--- src/rtl/add_sub_pkg.sv ---
// Shared constants and the skewed-pipeline stage register layout for add_sub_pipe.
package add_sub_pkg;

   localparam int ADD_SUB_WIDTH  = 24;
   localparam int ADD_SUB_STAGES = 3;
   // Operand fields are sized for the widest supported WIDTH; only [WIDTH-1:0] is live.
   localparam int ADD_SUB_MAX_W  = 64;

   typedef struct packed {
      logic                     valid;
      logic                     sub;
      logic                     carry;  // carry out of the slice resolved in this stage
      logic                     ovf;
      logic                     zero;
      logic [ADD_SUB_MAX_W-1:0] a;
      logic [ADD_SUB_MAX_W-1:0] b;      // addend already conditionally inverted
      logic [ADD_SUB_MAX_W-1:0] sum;    // lower slices resolved so far
   } stage_t;

endpackage

--- src/rtl/add_sub_seg.sv ---
// SEG-bit ripple-carry add segment; exposes the carry into its MSB so the
// top stage can derive signed overflow as cout ^ msb_cin.
module add_sub_seg #(
   parameter int SEG = 8
) (
   input  logic [SEG-1:0] a,
   input  logic [SEG-1:0] b,
   input  logic           cin,
   output logic [SEG-1:0] sum,
   output logic           cout,
   output logic           msb_cin
);

   logic [SEG:0] c;

   always_comb begin
      c   = '0;
      sum = '0;
      c[0] = cin;
      for (int i = 0; i < SEG; i++) begin
         sum[i]   = a[i] ^ b[i] ^ c[i];
         c[i+1]   = (a[i] & b[i]) | (c[i] & (a[i] ^ b[i]));
      end
   end

   assign cout    = c[SEG];
   assign msb_cin = c[SEG-1];

endmodule

--- src/rtl/add_sub_pipe.sv ---
// Skewed-pipeline adder/subtractor: stage k resolves bits [k*SEG +: SEG].
// Optional macro ADD_SUB_PIPE_SAT_EN saturates o_data to signed max/min on overflow.
module add_sub_pipe
   import add_sub_pkg::*;
#(
   parameter int WIDTH  = ADD_SUB_WIDTH,
   parameter int STAGES = ADD_SUB_STAGES
) (
   input  logic             i_clk,
   input  logic             i_rst_n,
   input  logic             i_valid,
   output logic             o_ready,
   input  logic [WIDTH-1:0] i_data_one,
   input  logic [WIDTH-1:0] i_data_two,
   input  logic             i_sub,
   output logic             o_valid,
   input  logic             i_ready,
   output logic [WIDTH-1:0] o_data,
   output logic             o_carry,
   output logic             o_overflow,
   output logic             o_zero
);

   localparam int SEG  = WIDTH / STAGES;
   localparam int LAST = STAGES - 1;

   if (((WIDTH % STAGES) != 0) || (WIDTH > ADD_SUB_MAX_W)) begin : g_bad_cfg
      $error("add_sub_pipe: WIDTH must be a multiple of STAGES and fit ADD_SUB_MAX_W");
   end

   // Handshake: a beat moves on either side only when advance is high; the
   // whole pipeline (including the output rank) stalls together otherwise.
   logic                        advance;
   stage_t [STAGES-1:0]         cur;
   stage_t [STAGES-1:0]         nxt;
   stage_t [STAGES-1:0]         pipe_q;
   logic   [STAGES-1:0][SEG-1:0] seg_sum;
   logic   [STAGES-1:0]         seg_cout;
   logic   [STAGES-1:0]         seg_msb_cin;
   logic   [WIDTH-1:0]          res_last;
   logic                        ovf_last;
   logic                        unused_tail;

   assign advance = !o_valid || i_ready;
   assign o_ready = advance;

   always_comb begin
      cur = '0;
      cur[0].valid            = i_valid;
      cur[0].sub              = i_sub;
      cur[0].carry            = i_sub;
      cur[0].a[WIDTH-1:0]     = i_data_one;
      cur[0].b[WIDTH-1:0]     = i_data_two ^ {WIDTH{i_sub}};
      for (int k = 1; k < STAGES; k++) begin
         cur[k] = pipe_q[k-1];
      end
   end

   for (genvar k = 0; k < STAGES; k++) begin : g_seg
      add_sub_seg #(
         .SEG (SEG)
      ) u_seg (
         .a       (cur[k].a[k*SEG +: SEG]),
         .b       (cur[k].b[k*SEG +: SEG]),
         .cin     (cur[k].carry),
         .sum     (seg_sum[k]),
         .cout    (seg_cout[k]),
         .msb_cin (seg_msb_cin[k])
      );
   end

   always_comb begin
      nxt = cur;
      for (int k = 0; k < STAGES; k++) begin
         nxt[k].sum[k*SEG +: SEG] = seg_sum[k];
         nxt[k].carry             = seg_cout[k];
      end
      ovf_last = seg_cout[LAST] ^ seg_msb_cin[LAST];
`ifdef ADD_SUB_PIPE_SAT_EN
      if (ovf_last) begin
         res_last = cur[LAST].a[WIDTH-1] ? {1'b1, {(WIDTH-1){1'b0}}}
                                         : {1'b0, {(WIDTH-1){1'b1}}};
      end else begin
         res_last = nxt[LAST].sum[WIDTH-1:0];
      end
`else
      res_last = nxt[LAST].sum[WIDTH-1:0];
`endif
      nxt[LAST].sum[WIDTH-1:0] = res_last;
      nxt[LAST].ovf            = ovf_last;
      nxt[LAST].zero           = (res_last == '0);
   end

   always_ff @(posedge i_clk or negedge i_rst_n) begin
      if (!i_rst_n) begin
         pipe_q <= '0;
      end else if (advance) begin
         pipe_q <= nxt;
      end
   end

   // The final rank doubles as the registered output beat.
   assign o_valid    = pipe_q[LAST].valid;
   assign o_data     = pipe_q[LAST].sum[WIDTH-1:0];
   assign o_carry    = pipe_q[LAST].carry;
   assign o_overflow = pipe_q[LAST].ovf;
   assign o_zero     = pipe_q[LAST].zero;

   assign unused_tail = ^{pipe_q[LAST], seg_msb_cin};

endmodule

--- config.mk ---
export PLATFORM = sky130hd
export DESIGN_NAME = add_sub_pipe
export DESIGN_NICKNAME = d
export VERILOG_FILES = /design/src/rtl/add_sub_pkg.sv /design/src/rtl/add_sub_seg.sv /design/src/rtl/add_sub_pipe.sv
export SDC_FILE = /design/constraint.sdc
export NUM_CORES = 1
export LEC_CHECK = 0
export BUFFER_PORTS_ARGS = -buffer_cell sky130_fd_sc_hd__buf_2
export CORE_MARGIN = 3
export CORE_UTILIZATION = 58
export CTS_CLUSTER_DIAMETER = 50
export DETAILED_ROUTE_END_ITERATION = 10
export PLACE_DENSITY = 0.82
export SLEW_MARGIN = 20
export SYNTH_ARGS = -nofsm -noshare
export SYNTH_HDL_FRONTEND = slang
export SYNTH_SLANG_ARGS = --single-unit
--- constraint.sdc ---
create_clock -name i_clk -period 6.7 [get_ports i_clk]
set_input_delay 1.005 -clock i_clk [delete_from_list [all_inputs] [get_ports i_clk]]
set_output_delay 1.005 -clock i_clk [all_outputs]
set_load 0.02 [all_outputs]
==> results.ini <==
[run_status]
status=finished, final reports clean

[synth]
synthMuxAreaShare=0.174
synth_edf_count=0
yosysSeqAreaShare=0.553
synth_flop_cell=dfrtp_1
synth_compound_area_frac=0.0386
synth_area_um2=4700
syn_nets=418
ys_types=22
yosys_warnings=0
syn_avg_cell_area_um2=13.8
synthSimpleGateAreaFrac=0.0436
ys_ff_latch=104
synth_xor_area_frac=0.0466
synthAdderAreaFrac=0.0979
async_reset_ff_frac=1.00
synth_top_family_by_area=multiplexers
synthCells=342

[placed_design]
io_buffers=81
dp_hpwl_um=5700
place_area_um2=5120
place_congestion=0.840

[setup_path]
path_class=in -> reg
path_max_fanout=24
start_kind=input pin
worstPathArrival_ns=4.74
endpoint_kind=register
required_ns=6.95

[sta]
fin_setup_tns_ns=0
rsz0062_at_grt=no
final_hold_viol_count=0
hold_slack_ns=0.466
tightest_slew_ns=1.01
worst_clock_skew_ns=0.0117
report.final.slew_viol_count=0
period_share=0.670
period_needed_ns=4.49
fmax_mhz=223
maxSlewHeadroom=0.328
setup_violations=0

[floorplan]
start_util=0.602
fp.dieW_um=96.1
die_area_um2=9230
io_pins=82
rows=32
die_h_um=96.1
core_area_um2=7810

[grt]
overflow=0
grt_max_degree=92
grtUsageTotal=0.190
antenna_found_initial=0
grt_pass1_wl_um=13100
grt_pass1_vias=2722

[final_layout]
area_growth_pct=13.4
antennaDiodeCount=0
finish.instance_area_um2=5330
multi_input_area_um2=1880
drive_gt1_frac=0.393
nNetsFinal=493
fillers=585
regArea_um2=2600

[drt]
drc_errors=0
wl_um=8210
antenna_left=0
drt-vias-per-instance=5.13
dr.pass1.iters=4
num_vias=2687
dr.first_iter.drc_count=111
post_drt_wl_per_cell_um=15.7

[cts]
numCtsBuffers=9
clk_latency_ns=0.36
root_buffer=clkbuf_8
cts_resized=0
cts_hold_buf=0
numClockSinks=104
postCtsSetupRepairBufs=0
clkTransAtPathRegs_ns=0.10
cts_tree=yes
cts.path.max_buffers=2
htree_levels=3

[hold_path]
hold_class=reg -> reg

[power]
ir_drop_mv=0.188
pwr_density_cell_nw_per_um2=417
p_leak_uw=0.00244

[job]
drv_cap=0

worst max-delay path: stages:
cell    delay (ns)
buf_2         0.54
mux2_2        0.29
fa_1          0.17
inv_1         0.05
fa_1          0.37
fa_1          0.39
fa_1          0.39
fa_1          0.40
fa_1          0.37
inv_1         0.08
fa_1          0.40
mux2_2        0.27
path summary, 6_finish.rpt:
path,start,endpoint,slack [ns],cells after the start
setup / recovery,i_sub,cur[204],2.21,12
setup reg to reg,cur[474],o_zero,2.46,14
hold / removal,cur[590],o_valid,0.47,1
max in group asynchronous,i_rst_n,o_data[3],4.90,2
hold reg to reg,cur[590],o_valid,0.47,1
min in group asynchronous,i_rst_n,cur[539],0.54,1
placed cells by master, fill, tap and decap left out, drive strengths merged:
cell type and count:
dfrtp 104, buf 83, mux2 68, nor2 27
a21oi 27, fa 23, inv 22, xnor2 20
clkbuf 11, nand2 8, o21ai 8, xor2 5
nor4 4, nor4b 2, bufinv 2, nand2b 2
clkinv 2, nand4 1, nand3 1, o22ai 1
clkinvlp 1
layout make-up:
type / count / share of cell area
Clock buffer: 11 / 0.0246
Clock inverter: 5 / 0.0153
Inverter: 22 / 0.0155
Multi-Input combinational cell: 197 / 0.353
Sequential cell: 104 / 0.488
Tap cell: 102 / 0.0239
Timing Repair Buffer: 83 / 0.0793
registers in the layout, summed over array words and instances (netlist names):
register    flops
o_zero          1
o_data         24
cur            76
o_overflow      1
o_carry         1
o_valid         1
where the power goes:
group	leakage [uW]	internal, uW	switching [uW]
combinational	0.00114	392	412
sequential	0.00120	861	150
clock	0.000104	211	201
total	0.00244	1460	763
synthesized netlist by cell type, types with 6 or more instances:
cell / number / share of area
dfrtp_1: 104 / 0.55
fa_1: 23 / 0.098
nand2_1: 8 / 0.0064
mux2_2: 54 / 0.13
xnor2_1: 20 / 0.037
buf_2: 11 / 0.012
buf_6: 6 / 0.014
inv_1: 22 / 0.018
mux2_4: 14 / 0.045
nor2_1: 27 / 0.022
a21oi_1: 27 / 0.029
o21ai_0: 8 / 0.0085
through the flow:
stage          setup WS (ns)  std cells  utilization  power, uW
3_3_place_gp            1.89        508        0.656       1780
5_1_grt                 2.08        524        0.683       2370
6_report                2.21        524        0.683       2230
3_5_place_dp            1.82        508        0.656       1830
2_1_floorplan           2.20        342            -       1570
4_1_cts                 2.21        524        0.683       2250
cell families (layout without fill, tap and decap cells):
family	count (synthesis)	after routing
AO/OA/AOI/OAI	36	36
XOR/XNOR	25	25
adder cells (fa/ha/maj)	23	23
buffers and inverters	41	121
flip-flops	104	104
multiplexers	68	68
AND/OR/NAND/NOR	45	45
per-layer routing:
layer / GRT usage / routed length (um)
met1: 0.254 / 3610
met2: 0.304 / 4130
met3: 0.0352 / 304
met4: 0.0865 / 165
met5: 0 / 0
Power figures use the tool's default switching activity.
